## src/rtl/lsu_pkg.sv

```systemverilog
// lsu_pkg: shared size/state encodings and access-check helpers for the load/store unit
package lsu_pkg;
  localparam logic [1:0] SZ_BYTE = 2'b00;
  localparam logic [1:0] SZ_HALF = 2'b01;
  localparam logic [1:0] SZ_WORD = 2'b10;

  typedef enum logic [2:0] {
    ST_IDLE,
    ST_RD_WAIT,
    ST_RD_CAP,
    ST_RMW_WAIT,
    ST_RMW_CAP,
    ST_WR,
    ST_ERR
  } state_t;

  function automatic logic misaligned(input logic [1:0] size, input logic [1:0] off);
    return (size == 2'b11) || (size == SZ_HALF && off[0]) || (size == SZ_WORD && off != 2'b00);
  endfunction

  // Right-justified lane mask; shifted into place by the byte offset.
  function automatic logic [31:0] lane_mask(input logic [1:0] size);
    return size == SZ_BYTE ? 32'h0000_00FF : size == SZ_HALF ? 32'h0000_FFFF : 32'hFFFF_FFFF;
  endfunction
endpackage

```

## src/rtl/lsu_lane_align.sv

```systemverilog
// lsu_lane_align: little-endian lane extract/extend for loads and lane merge for sub-word stores
module lsu_lane_align
  import lsu_pkg::*;
(
  input  logic [1:0]  i_size,
  input  logic        i_signed,
  input  logic [1:0]  i_off,
  input  logic [31:0] i_rdata,
  input  logic [31:0] i_wdata,
  output logic [31:0] o_load_data,
  output logic [31:0] o_merged
);
  logic [31:0] w_shr;
  logic [31:0] w_shl;
  logic [31:0] w_mask;

  always_comb begin
    w_shr = i_rdata >> {i_off, 3'b000};
    w_shl = i_wdata << {i_off, 3'b000};
    w_mask = lane_mask(i_size) << {i_off, 3'b000};
    o_load_data = i_size == SZ_BYTE ? {{24{i_signed & w_shr[7]}}, w_shr[7:0]} :
                  i_size == SZ_HALF ? {{16{i_signed & w_shr[15]}}, w_shr[15:0]} : i_rdata;
    o_merged = (i_rdata & ~w_mask) | (w_shl & w_mask);
  end
endmodule

```

## src/rtl/load_store_unit.sv

```systemverilog
// load_store_unit: byte-addressed load/store initiator driving a word-indexed synchronous data memory
module load_store_unit
  import lsu_pkg::*;
#(
  parameter int DEPTH = 1024
) (
  input  logic        clk,
  input  logic        rst,
  input  logic        req_valid,
  output logic        req_ready,
  input  logic        req_write,
  input  logic [1:0]  req_size,
  input  logic        req_signed,
  input  logic [31:0] req_addr,
  input  logic [31:0] req_wdata,
  output logic        rsp_valid,
  output logic [31:0] rsp_rdata,
  output logic        rsp_error,
  output logic [31:0] mem_addr,
  output logic [31:0] mem_wdata,
  output logic        mem_we,
  output logic        mem_re,
  input  logic [31:0] mem_rdata
);
  state_t      r_state;
  logic [1:0]  r_size;
  logic        r_signed;
  logic [1:0]  r_off;
  logic [31:0] r_wdata;
  logic        w_err;
  logic [31:0] w_load;
  logic [31:0] w_merged;

  assign req_ready = r_state == ST_IDLE;
  assign w_err = misaligned(req_size, req_addr[1:0]) || (req_addr[31:2] >= 30'(DEPTH));

  lsu_lane_align u_align (
    .i_size     (r_size),
    .i_signed   (r_signed),
    .i_off      (r_off),
    .i_rdata    (mem_rdata),
    .i_wdata    (r_wdata),
    .o_load_data(w_load),
    .o_merged   (w_merged)
  );

  always_ff @(posedge clk or posedge rst) begin
    if (rst) begin
      r_state <= ST_IDLE;
      r_size <= '0;
      r_signed <= 1'b0;
      r_off <= '0;
      r_wdata <= '0;
      rsp_valid <= 1'b0;
      rsp_rdata <= '0;
      rsp_error <= 1'b0;
      mem_addr <= '0;
      mem_wdata <= '0;
      mem_we <= 1'b0;
      mem_re <= 1'b0;
    end else begin
      rsp_valid <= 1'b0;
      rsp_error <= 1'b0;
      case (r_state)
        ST_IDLE: if (req_valid) begin
          r_size <= req_size;
          r_signed <= req_signed;
          r_off <= req_addr[1:0];
          r_wdata <= req_wdata;
          rsp_rdata <= '0;
          if (w_err) r_state <= ST_ERR;
          else begin
            mem_addr <= {2'b00, req_addr[31:2]};
            if (req_write && req_size == SZ_WORD) begin
              mem_we <= 1'b1;
              mem_wdata <= req_wdata;
              r_state <= ST_WR;
            end else begin
              mem_re <= 1'b1;
              r_state <= req_write ? ST_RMW_WAIT : ST_RD_WAIT;
            end
          end
        end
        ST_RD_WAIT: begin
          mem_re <= 1'b0;
          r_state <= ST_RD_CAP;
        end
        ST_RD_CAP: begin
          rsp_rdata <= w_load;
          rsp_valid <= 1'b1;
          r_state <= ST_IDLE;
        end
        ST_RMW_WAIT: begin
          mem_re <= 1'b0;
          r_state <= ST_RMW_CAP;
        end
        ST_RMW_CAP: begin
          mem_we <= 1'b1;
          mem_wdata <= w_merged;
          r_state <= ST_WR;
        end
        ST_WR: begin
          mem_we <= 1'b0;
          rsp_valid <= 1'b1;
          r_state <= ST_IDLE;
        end
        ST_ERR: begin
          rsp_valid <= 1'b1;
          rsp_error <= 1'b1;
          r_state <= ST_IDLE;
        end
        default: r_state <= ST_IDLE;
      endcase
    end
  end
endmodule
```

## config.mk

```make
export PLATFORM = sky130hd
export DESIGN_NAME = load_store_unit
export DESIGN_NICKNAME = d
export VERILOG_FILES = /design/src/rtl/lsu_pkg.sv /design/src/rtl/lsu_lane_align.sv /design/src/rtl/load_store_unit.sv
export SDC_FILE = /design/constraint.sdc
export NUM_CORES = 1
export LEC_CHECK = 0
export BUFFER_PORTS_ARGS = -buffer_cell sky130_fd_sc_hd__buf_4
export CORE_MARGIN = 3
export CORE_UTILIZATION = 50
export CTS_CLUSTER_DIAMETER = 40
export DETAILED_ROUTE_END_ITERATION = 10
export PLACE_DENSITY = 0.77
export SLEW_MARGIN = 20
export SYNTH_ARGS = -nofsm -noshare
export SYNTH_HDL_FRONTEND = slang
export SYNTH_SLANG_ARGS = --single-unit
```

## constraint.sdc

```tcl
create_clock -name clk -period 4.99 [get_ports clk]
set_input_delay 0.7485 -clock clk [delete_from_list [all_inputs] [get_ports clk]]
set_output_delay 0.7485 -clock clk [all_outputs]
set_load 0.1 [all_outputs]
```

# Yosys cells after proc, flatten, opt, wreduce, memory -nomap -nowiden
# Cells that the tools add are included.
# W data, S select, Z words.
# totals
mem_bits_rw	0
rom_bits	0
latchBits	0
out_inout_bits	101
inputBits	103
mem_count	0
regBits	138
# classes
eq_ne	14
multipliers	0
div	0
muxes	25
reduce_logical	21
shifts	3
magnitude_cmp	1
addsub	0
bitwise_logic	7
# ops
op	n
$mux W32	8
$pmux W32 S2	2
$and A32 B32 Y32	2
$shl A32 B5 Y32	2
$not A32 Y32	1
$or A32 B32 Y32	1
$shr A32 B5 Y16	1
$ge A30 B11 Y1 const B	1
$pmux W3 S4	1
$reduce_and A4 Y1	3
$eq A3 B3 Y1 const B	3
$mux W3	3
$mux W1	8
$reduce_bool A2 Y1	4
$eq A3 B2 Y1 const B	2
$ne A2 B2 Y1 const B	3
$eq A2 B1 Y1 const B	2
$eq A2 B2 Y1 const B	2
$reduce_and A2 Y1	2
$eq A3 B1 Y1 const B	1
$logic_and A1 B1 Y1	3
$logic_not A3 Y1	1
$logic_or A1 B1 Y1	3
$pmux W1 S3	1
10 further kinds	11

# Depth between registers and ports, before layout
# Gate-level depths: netlist (run 1).
# depth
ltp_word	8
depth_mapped	8

# By module
# From an unflattened synthesis (run 1), not the netlist that was laid out.
# unflattened
cells_unflattened	691
area_unflattened_um2	7429.6
# modules_own_cells
module	cells_per_inst	seq_area_each_um2	area_per_inst_um2	instances
load_store_unit	475	3453.3	5630.4	1
lsu_lane_align	216	0.0	1799.2	1

# Worst setup path after synthesis (run 1)
# Ideal clock, no wire load.
# synth_path
path_type	register to register
from	register r_state[0]
to	register r_wdata[0]
path_stages_with_launch	7
arrival_time_ns	3.767
setup_time_ns	0.128
setup_slack_ns	1.095
synth_period_minus_slack_ns	3.895
n_path_buf	3
cell_sequence	dfrtp_1 buf_2 nor3_1 and2_1 buf_2 buf_2 mux2_1
# synth_between
elab_chain_cells	2
# synth_rtl
element	line_no	text
start, declared	load_store_unit.sv:25	state_t r_state;
start signal, assigned	load_store_unit.sv:80	r_state <= req_write ? ST_RMW_WAIT : ST_RD_WAIT;
$logic_not A3 Y1	-	
named net req_ready	load_store_unit.sv:10	output logic req_ready,
$reduce_and A2 Y1 (no line)	-	
end signal, assigned	load_store_unit.sv:69	r_wdata <= req_wdata;
end, declared	load_store_unit.sv:29	logic [31:0] r_wdata;
# The timed path passes the listed nets, and every way through them passes these cells.
# A chain may end at the register's enable or synchronous reset.

# Final worst setup path (run 1)
# layout_path
from	register r_state[0]
to	register rsp_rdata[30]
# layout_between
elab_chain_cells	3
elab_cells_between_ends	6
classes_between	eq/ne (2); mux (1); reduce/logical (3)
# layout_rtl
element	line_no	text
$eq A3 B2 Y1 or $logic_not A3 Y1 (tied branches)	load_store_unit.sv:64	case (r_state)
$reduce_bool A2 Y1 (no line) or $ne A2 B2 Y1 (tied branches)	-	
$reduce_and A2 Y1 (no line)	-	
end signal, assigned	load_store_unit.sv:89	rsp_rdata <= w_load;
end, declared	load_store_unit.sv:17	output logic [31:0] rsp_rdata,
# Parallel ways exist; a longest one is shown, timed or not.

==> results of run 1 <==
==> tightest hold or removal path, stage by stage (launching register included) <==
cell and delay [ns]:
dfrtp_1 0.34, nand2_1 0.05, o21ai_1 0.06
==> flip-flops by register name, summed over array words and instances, names as in the netlist <==
signal     cells
r_signed       1
r_state        3
r_wdata       32
mem_addr      30
rsp_error      1
mem_wdata     32
rsp_rdata     32
r_off          2
mem_re         1
mem_we         1
rsp_valid      1
r_size         2
==> cell usage after synthesis (3+ instances only) <==
library cell / count / area share [%]
a211oi_1: 8 / 0.86
a21oi_1: 30 / 2.1
a221o_1: 16 / 2.3
a22oi_1: 5 / 0.54
a2bb2oi_1: 5 / 0.63
a31oi_1: 4 / 0.36
buf_1: 4 / 0.21
buf_2: 20 / 1.4
buf_4: 4 / 0.43
buf_6: 4 / 0.64
clkbuf_1: 15 / 0.81
dfrtp_1: 138 / 49
inv_1: 11 / 0.59
mux2_1: 29 / 4.7
mux2_2: 36 / 5.8
mux2_4: 29 / 6.2
mux2i_1: 28 / 4.0
nand2_1: 55 / 3.0
nand2b_1: 6 / 0.54
nor2_1: 34 / 1.8
nor2b_1: 24 / 2.1
nor3_1: 5 / 0.36
nor4_1: 3 / 0.27
o211ai_1: 8 / 0.86
o21a_1: 3 / 0.32
o21ai_0: 40 / 2.9
o21ai_1: 10 / 0.72
o22ai_1: 16 / 1.4
==> power by group through the flow <==
| stage | clock (uW) | sequential, uW | combinational (uW) |
|---|---|---|---|
| 6_report | 1360 | 1840 | 4360 |
| 5_1_grt | 1430 | 1890 | 4580 |
| 4_1_cts | 1370 | 1830 | 4350 |
| 3_5_place_dp | 0 | 1840 | 4310 |
| 3_3_place_gp | 0 | 1830 | 4260 |
| 2_1_floorplan | 0 | 3240 | 2030 |
==> through the flow <==
stage | worst slack, ns | utilization (%) | total power, uW | instances
floorplan | 0.545 | - | 5280 | 622
global placement | 1.92 | 63.6 | 6090 | 960
detailed placement | 1.84 | 63.6 | 6150 | 960
CTS | 2.27 | 68.3 | 7550 | 991
global route | 2.04 | 68.4 | 7900 | 992
finish | 2.28 | 68.4 | 7560 | 992
==> cell usage in the layout (no fill, tap or decap), types with 3 or more instances in the layout <==
cell / netlist / layout
o21a_1: 3 / 3
nor2b_1: 24 / 24
clkinv_4: 0 / 3
a31oi_1: 4 / 4
nand2_1: 55 / 55
o211ai_1: 8 / 8
clkbuf_16: 0 / 17
a211oi_1: 8 / 8
nor4_1: 3 / 3
o21ai_1: 10 / 11
bufinv_16: 0 / 5
dfrtp_1: 138 / 138
o21ai_0: 40 / 39
nor3_1: 5 / 5
inv_1: 11 / 10
mux2i_1: 28 / 28
a22oi_1: 5 / 5
a2bb2oi_1: 5 / 5
nand2b_1: 6 / 6
mux2_2: 36 / 36
clkbuf_1: 15 / 3
mux2_4: 29 / 29
mux2_1: 29 / 29
a21oi_1: 30 / 30
buf_4: 4 / 208
a221o_1: 16 / 16
nor2_1: 34 / 34
o22ai_1: 16 / 16
==> final cells by class <==
type | instances | share of cell area, %
clock buffer | 20 | 4.75
clock inverter | 11 | 2.14
inverter | 11 | 0.476
multi-input combinational | 426 | 35.4
sequential | 138 | 37.5
tap | 176 | 2.39
timing repair buffer | 210 | 17.4
==> kinds of logic (layout without fill, tap and decap cells) <==
kind of cell           after synthesis  after routing  synth area share (%)
AO/OA/AOI/OAI                      158            158                  15.2
AND/OR/NAND/NOR                    143            143                  10.2
flip-flops                         138            138                  49.4
multiplexers                       123            123                  21.0
buffers and inverters               58            252                  4.12
other                                1              2                0.0537
==> how the worst min path moves through the flow <==
stage	to	slack [ns]
after global placement	mem_addr[0]$_DFFE_PP0P_	0.47
after floorplan	r_wdata[28]$_DFFE_PP0P_	0.48
final	rsp_rdata[7]$_DFFE_PP0P_	0.49
after global routing	mem_addr[2]$_DFFE_PP0P_	0.51
after CTS	mem_addr[2]$_DFFE_PP0P_	0.49
after detailed placement	mem_addr[2]$_DFFE_PP0P_	0.48
==> routing by layer <==
layer / global-route usage (%) / wire length, um / vias up
li1: - / - / 2612
met1: 35.6 / 8550 / 2803
met2: 39.9 / 9390 / 275
met3: 5.37 / 1480 / 44
met4: 9.16 / 543 / 0
met5: 0 / 0 / -
==> impl_metrics.py, run 1 <==
metrics = {
    "cells_and_area": {
        "stdcell_area_um2": 9200,
        "final_nets": 907,
        "drive_gt1_share_pct": 39.0,
        "seqCellArea_um2": 3450,
        "multi_input_area_um2": 3250,
        "syn_to_final_growth_pct": 31.6,
        "fill_cells": 1033,
        "diodes": 0,
    },
    "power": {
        "switching_share_pct": 49.5,
        "ir_worst_vdd_v": 0.000575,
        "p_comb_share_pct": 57.6,
        "p_int_uw": 3820,
        "power_density_nw_per_um2": 822,
        "p_switching_uw": 3750,
        "clkPwrFrac_pct": 18.0,
        "leakage_uw": 0.00449,
        "p_seq_share_pct": 24.4,
    },
    "timing": {
        "finalHoldViolCount": 0,
        "setup_viol": 0,
        "tightest_slew_ns": 1.10,
        "whs_ns": 0.489,
        "skew_ns": 0.00706,
        "grt_setup_unrepaired": "no",
        "setup_tns_ns": 0,
        "min_period_ns": 2.71,
        "max_freq_mhz": 369,
        "timing.final.crit_share_pct": 54.3,
        "drv_slew": 0,
        "relSlewSlack_pct": 26.7,
    },
    "floorplan": {
        "coreArea_um2": 13500,
        "start_util_pct": 51.9,
        "pin_count": 204,
        "dieArea_um2": 15400,
        "die_h_um": 124,
        "rows": 42,
        "die_w_um": 124,
    },
    "global_routing": {
        "globalRouteOverflowTotal": 0,
        "grt_pass1_wl_mm": 31.7,
        "antenna_found_initial": 0,
        "grt_max_degree": 72,
        "track_usage_pct": 25.6,
        "grt_pass1_vias": 5787,
    },
    "worst_hold_path": {
        "hold_depth": 2,
        "min_path_type": "reg2reg",
        "min_from": "rsp_rdata[7]$_DFFE_PP0P_",
    },
    "critical_path": {
        "critical_path.max_fanout": 29,
        "start_kind": "flop",
        "cp_slowest_stage_delay_ns": 1.07,
        "reg2regPathDepth": 4,
        "end_kind": "flop",
        "cp-endpoint": "rsp_rdata[30]$_DFFE_PP0P_",
        "crit_buf_inv": 0,
        "cp_cell_sequence": "nor2_1, nand2_1, nor2_1, a221o_1",
        "critical-path-top-delay-family": "simple AND/OR/NAND/NOR gates",
        "cp_num_cells": 4,
        "regToRegSetupSlack_ns": 2.28,
        "worstReg2RegStart": "r_state[0]$_DFFE_PP0P_",
        "critPathLaunch": "r_state[0]$_DFFE_PP0P_",
        "path_common_cell": "nor2_1",
        "crit_type": "reg2reg",
        "cp.required_ns": 5.34,
        "regToRegEndpoint": "rsp_rdata[30]$_DFFE_PP0P_",
        "arrival_ns": 3.06,
        "critical_path.slowest_cell": "nor2_1",
    },
    "logic_synthesis": {
        "synth_edf_count": 0,
        "avgSynthCellArea_um2": 11.3,
        "syn_area_um2": 6990,
        "async_flop_share_pct": 100,
        "synth-seq-area-share_pct": 49.4,
        "synth_seq_cells": 138,
        "yosys_warnings": 0,
        "synthFlopType": "dfrtp_1",
        "synthCells": 621,
        "yosysUniqueCellTypes": 52,
    },
    "placement": {
        "globalplace.congestion": 0.877,
        "place_area_um2": 8550,
        "place_hpwl_mm": 14.4,
        "port_buffers": 201,
    },
    "job": {
        "drv_cap": 0,
    },
    "route": {
        "drt-initial-drc-count": 571,
        "routedWlPerCell_um": 20.1,
        "postRouteAntennaNets": 0,
        "wl_mm": 20.0,
        "first_pass_iters": 6,
        "vias_per_cell": 5.78,
        "route.detailed.drc": 0,
        "vias": 5734,
    },
    "clock_network": {
        "clock-sinks": 138,
        "post_cts_resize_count": 0,
        "cts_max_level": 4,
        "numCtsBuffers": 17,
        "cts_hold_buf": 0,
        "clockBufferDepth": 2,
        "cts_setup_buffers": 0,
        "cts_root_buf": "clkbuf_16",
        "clock_latency_ns": 0.42,
        "clk_pin_slew_ns": 0.06,
        "cts_tree": "built",
    },
    "outcome": {
        "status": "finished clean",
    },
}
Power figures use the tool's default switching activity.
==> run 2: changes to the inputs <==
==> constraint.sdc (replaced) <==
create_clock -name clk -period 2.5 [get_ports clk]
set_input_delay 0.375 -clock clk [delete_from_list [all_inputs] [get_ports clk]]
set_output_delay 0.375 -clock clk [all_outputs]
set_load 0.1 [all_outputs]
==> run 2 against run 1 <==
Net effect:
- global-route usage is 0.36 points higher
- highest routed layer unchanged
- total power is 100% higher
- combinational power is 100% higher
- critical path type unchanged
- non-clock buffer count is 11 higher
- critical endpoint is now rsp_rdata[9]$_DFFE_PP0P_
==> impl_metrics.py, run 2 (same netlist as run 1, synthesis figures left out) <==
metrics = {
    "clock_network": {
        "clk_pin_slew_ns": 0.06,
        "cts_setup_buffers": 0,
        "cts_hold_buf": 0,
        "cts_tree": "built",
        "clockBufferDepth": 2,
        "cts_max_level": 4,
        "clock-sinks": 138,
        "numCtsBuffers": 17,
        "cts_root_buf": "clkbuf_16",
        "clock_latency_ns": 0.43,
        "post_cts_resize_count": 0,
    },
    "route": {
        "wl_met1_mm": 8.50,
        "top_layer": "met4",
        "vias_per_cell": 5.79,
        "wl_mm": 20.0,
        "dr_wl_met3_mm": 1.47,
        "routedWlPerCell_um": 19.9,
        "first_pass_iters": 6,
        "route.detailed.drc": 0,
        "vias": 5815,
        "drt-initial-drc-count": 477,
        "wl_met2_mm": 9.48,
        "postRouteAntennaNets": 0,
    },
    "power": {
        "p_seq_share_pct": 24.5,
        "switching_share_pct": 48.9,
        "p_comb_share_pct": 57.1,
        "power_density_nw_per_um2": 1640,
        "leakage_uw": 0.00458,
        "ir_worst_vdd_v": 0.00131,
        "p_int_uw": 7870,
        "p_switching_uw": 7530,
        "power.total_uw": 15400,
        "clkPwrFrac_pct": 18.4,
    },
    "floorplan": {
        "dieArea_um2": 15400,
        "coreArea_um2": 13500,
        "die_h_um": 124,
        "rows": 42,
        "start_util_pct": 51.9,
        "die_w_um": 124,
        "pin_count": 204,
    },
    "timing": {
        "tightest_slew_ns": 0.920,
        "grt_setup_unrepaired": "no",
        "finalHoldViolCount": 0,
        "setup_tns_ns": 0,
        "timing.final.crit_share_pct": 86.3,
        "setup_viol": 0,
        "skew_ns": 0.00508,
        "drv_slew": 0,
        "min_period_ns": 2.16,
        "max_freq_mhz": 463,
        "whs_ns": 0.00340,
        "relSlewSlack_pct": 38.6,
    },
    "critical_path": {
        "regToRegEndpoint": "rsp_rdata[9]$_DFFE_PP0P_",
        "cp_cell_sequence": "nor2b_1, a2bb2oi_1, o21ai_0, a22oi_1, o21ai_1",
        "reg2regPathDepth": 5,
        "crit_buf_inv": 0,
        "worstReg2RegStart": "r_off[0]$_DFFE_PP0P_",
        "arrival_ns": 2.51,
        "start_kind": "flop",
        "critical_path.slowest_cell": "nor2b_1",
        "crit_type": "reg2reg",
        "cp_num_cells": 5,
        "critical-path-top-delay-family": "simple AND/OR/NAND/NOR gates",
        "cp_slowest_stage_delay_ns": 0.80,
        "cp.required_ns": 2.86,
        "cp-endpoint": "rsp_rdata[9]$_DFFE_PP0P_",
        "end_kind": "flop",
        "critPathLaunch": "r_off[0]$_DFFE_PP0P_",
        "regToRegSetupSlack_ns": 0.34,
        "critical_path.max_fanout": 15,
    },
    "placement": {
        "dpl.cell_count": 972,
        "place_hpwl_mm": 14.9,
        "globalplace.congestion": 0.919,
        "port_buffers": 201,
        "place_area_um2": 8700,
    },
    "outcome": {
        "status": "finished clean",
    },
    "global_routing": {
        "track_usage_pct": 26.0,
        "grt_pass1_wl_mm": 31.8,
        "grt_max_degree": 60,
        "globalRouteOverflowTotal": 0,
        "grt_pass1_vias": 5899,
        "antenna_found_initial": 0,
    },
    "cells_and_area": {
        "most-common-layout-cells": "buf_4 (216), dfrtp_1 (138), nand2_1 (55), o21ai_0 (39), mux2_2 (36)",
        "final_nets": 918,
        "stdcell_area_um2": 9380,
        "top_regs": "mem_wdata x32, r_wdata x32, rsp_rdata x32",
        "syn_to_final_growth_pct": 34.2,
        "diodes": 0,
        "final_cells": 1004,
        "fill_cells": 1029,
        "layout_commonest_cell": "buf_4",
        "drive_gt1_share_pct": 40.3,
    },
    "worst_hold_path": {
        "min_path_type": "in2async",
    },
    "job": {
        "drv_cap": 0,
    },
}
-- run 2: power groups by stage --
stage	registers [uW]	logic (uW)	clock network, uW
2_1_floorplan	6480	4090	0
5_1_grt	3870	9250	2970
6_report	3770	8790	2830
3_3_place_gp	3730	8580	0
4_1_cts	3750	8770	2870
3_5_place_dp	3770	8730	0
-- run 2: worst min-delay path by stage --
stage / from / to / slack [ns] / cells past startpoint
3_3_place_gp: rst / mem_wdata[9]$_DFFE_PP0P_ / 0.46 / 2
4_1_cts: rst / mem_wdata[8]$_DFFE_PP0P_ / 0.01 / 2
2_1_floorplan: r_wdata[28]$_DFFE_PP0P_ / r_wdata[28]$_DFFE_PP0P_ / 0.48 / 1
5_1_grt: rst / r_wdata[4]$_DFFE_PP0P_ / 0.04 / 2
3_5_place_dp: rst / r_wdata[2]$_DFFE_PP0P_ / 0.47 / 2
6_report: rst / mem_wdata[8]$_DFFE_PP0P_ / 0.003 / 2
-- run 2: area by class of cell --
type | count | area (um^2) | share of cell area, %
Tap cell | 176 | 220 | 2.35
Clock inverter | 10 | 188 | 2.00
Multi-Input combinational cell | 426 | 3270 | 34.8
Clock buffer | 22 | 484 | 5.16
Sequential cell | 138 | 3450 | 36.8
Inverter | 11 | 45.0 | 0.480
Timing Repair Buffer | 221 | 1720 | 18.4
-- run 2: routing by layer --
metal,global-route usage (%),vias to the layer above
met1,35.1,2848
met4,9.54,0
li1,-,2624
met5,0,-
met2,40.7,285
met3,6.53,58
-- run 2: metrics by stage --
stage | utilization, % | worst slack (ns)
floorplan | - | 0.0543
global placement | 64.7 | 0.400
detailed placement | 64.7 | 0.283
CTS | 69.7 | 0.388
global route | 69.7 | 0.153
finish | 69.7 | 0.341
==> run 3: changes to the inputs <==
==> constraint.sdc (replaced) <==
create_clock -name clk -period 2.6 [get_ports clk]
set_input_delay 0.39 -clock clk [delete_from_list [all_inputs] [get_ports clk]]
set_output_delay 0.39 -clock clk [all_outputs]
set_load 0.1 [all_outputs]
==> run 3 against run 2 <==
Net effect:
- clock-buffer cell count fell by 4
- critical path depth stayed put
- combinational power decreased by 2.6%
- register-to-register slack worse by 0.07 ns
- sequential power shrank 5.8%
==> impl_metrics.py, run 3 (same netlist as run 1, synthesis figures left out) <==
metrics = {
    "floorplan": {
        "die_w_um": 124,
        "coreArea_um2": 13500,
        "start_util_pct": 51.9,
        "dieArea_um2": 15400,
        "die_h_um": 124,
        "rows": 42,
        "pin_count": 204,
    },
    "clock_network": {
        "cts_root_buf": "clkbuf_16",
        "clock_latency_ns": 0.43,
        "numCtsBuffers": 17,
        "clock-sinks": 138,
        "cts_hold_buf": 0,
        "cts_setup_buffers": 0,
        "cts_max_level": 4,
        "clk_pin_slew_ns": 0.06,
        "cts_tree": "built",
        "clockBufferDepth": 2,
        "post_cts_resize_count": 0,
    },
    "power": {
        "leakage_uw": 0.00454,
        "ir_worst_vdd_v": 0.00137,
        "switching_share_pct": 50.2,
        "p_switching_uw": 7270,
        "power_density_nw_per_um2": 1560,
        "clkPwrFrac_pct": 16.4,
        "p_seq_share_pct": 24.5,
        "p_int_uw": 7210,
        "p_comb_share_pct": 59.1,
    },
    "critical_path": {
        "critical_path.slowest_cell": "dfrtp_1",
        "cp_slowest_stage_delay_ns": 0.74,
        "crit_type": "reg2reg",
        "end_kind": "flop",
        "regToRegSetupSlack_ns": 0.27,
        "path_common_cell": "o21ai_0",
        "arrival_ns": 2.64,
        "start_kind": "flop",
        "critical_path.max_fanout": 20,
        "cp_cell_sequence": "nand2b_1, o21ai_1, o21ai_0, o21ai_0, mux2_4",
        "cp.required_ns": 2.91,
    },
    "placement": {
        "port_buffers": 201,
        "globalplace.congestion": 0.929,
        "place_area_um2": 8710,
        "place_hpwl_mm": 14.8,
    },
    "cells_and_area": {
        "layout_commonest_cell": "buf_4",
        "syn_to_final_growth_pct": 32.9,
        "most-common-layout-cells": "buf_4 (222), dfrtp_1 (138), nand2_1 (55), o21ai_0 (39), mux2_2 (36)",
        "stdcell_area_um2": 9290,
        "top_regs": "mem_wdata x32, r_wdata x32, rsp_rdata x32",
        "final_nets": 922,
        "fill_cells": 1027,
        "diodes": 0,
        "drive_gt1_share_pct": 40.6,
    },
    "job": {
        "drv_cap": 0,
    },
    "timing": {
        "max_freq_mhz": 429,
        "drv_slew": 0,
        "setup_tns_ns": 0,
        "timing.final.crit_share_pct": 89.5,
        "skew_ns": 0.00603,
        "grt_setup_unrepaired": "no",
        "setup_viol": 0,
        "min_period_ns": 2.33,
        "relSlewSlack_pct": 25.6,
        "finalHoldViolCount": 0,
        "tightest_slew_ns": 1.11,
    },
    "route": {
        "postRouteAntennaNets": 0,
        "first_pass_iters": 5,
        "drt-initial-drc-count": 470,
        "vias": 5760,
        "vias_per_cell": 5.71,
        "wl_mm": 20.1,
        "route.detailed.drc": 0,
        "routedWlPerCell_um": 19.9,
    },
    "global_routing": {
        "grt_pass1_vias": 5802,
        "track_usage_pct": 25.7,
        "grt_max_degree": 139,
        "antenna_found_initial": 0,
        "globalRouteOverflowTotal": 0,
        "grt_pass1_wl_mm": 31.3,
    },
    "worst_hold_path": {
        "min_path_type": "in2async",
    },
    "outcome": {
        "status": "finished clean",
    },
}
-- run 3: cell count changes in the layout (fill, tap and decap cells not counted), moves of 2 or more --
cell / delta
inv_6: +2
bufinv_16: -3
clkinvlp_4: +2
buf_12: -2
buf_4: +6
clkbuf_8: -4
clkinv_2: +2
-- run 3: final cells by class --
cell class | count | area, um^2 | share of cell area, %
clock buffers | 18 | 429 | 4.62
flip-flops and latches | 138 | 3450 | 37.2
well taps | 176 | 220 | 2.37
repair buffers | 225 | 1730 | 18.6
inverters | 11 | 45.0 | 0.485
clock inverters | 14 | 149 | 1.60
multi-input cells | 426 | 3260 | 35.1
-- run 3: worst paths after layout --
| check | startpoint | end | cells after the start |
|---|---|---|---|
| min in group clk | req_signed | r_signed$_DFFE_PP0P_ | 3 |
| worst min-delay path | rst | r_wdata[2]$_DFFE_PP0P_ | 3 |
| max in group asynchronous | rst | r_wdata[16]$_DFFE_PP0P_ | 3 |
| worst min register to register | mem_we$_DFFE_PP0P_ | mem_we$_DFFE_PP0P_ | 2 |
| worst max register to register | r_off[0]$_DFFE_PP0P_ | mem_wdata[19]$_DFFE_PP0P_ | 5 |
| worst max-delay path | r_off[0]$_DFFE_PP0P_ | mem_wdata[19]$_DFFE_PP0P_ | 5 |
-- run 3: critical path, delay by kind of cell, from the launching register on --
family	cells	cell delay (ns)
multiplexers	1	0.29
AO/OA/AOI/OAI	3	0.77
flip-flops	1	0.74
AND/OR/NAND/NOR	1	0.41
-- run 3: stage by stage --
stage / std cells / worst slack (ns) / hold slack, ns / total power [uW] / util, %
global route: 1008 / 0.110 / 0.179 / 15200 / 69.0
CTS: 1008 / 0.303 / 0.164 / 14500 / 69.0
floorplan: 622 / 0.0981 / 0.477 / 10200 / -
finish: 1008 / 0.272 / 0.136 / 14500 / 69.0
detailed placement: 976 / 0.252 / 0.479 / 12100 / 64.7
global placement: 976 / 0.336 / 0.472 / 11900 / 64.7
-- run 3: per-layer routing --
metal,routed length (um),GRT usage (%)
met4,609,10.6
met2,9430,39.9
met5,0,0
met1,8730,34.7
met3,1300,6.14
-- run 3: power groups by stage --
| stage | clock, uW | combinational (uW) | sequential, uW |
|---|---|---|---|
| floorplan | 0 | 3920 | 6230 |
| global placement | 0 | 8360 | 3510 |
| detailed placement | 0 | 8510 | 3550 |
| CTS | 2390 | 8550 | 3530 |
| global route | 2490 | 9030 | 3640 |
| finish | 2370 | 8560 | 3550 |
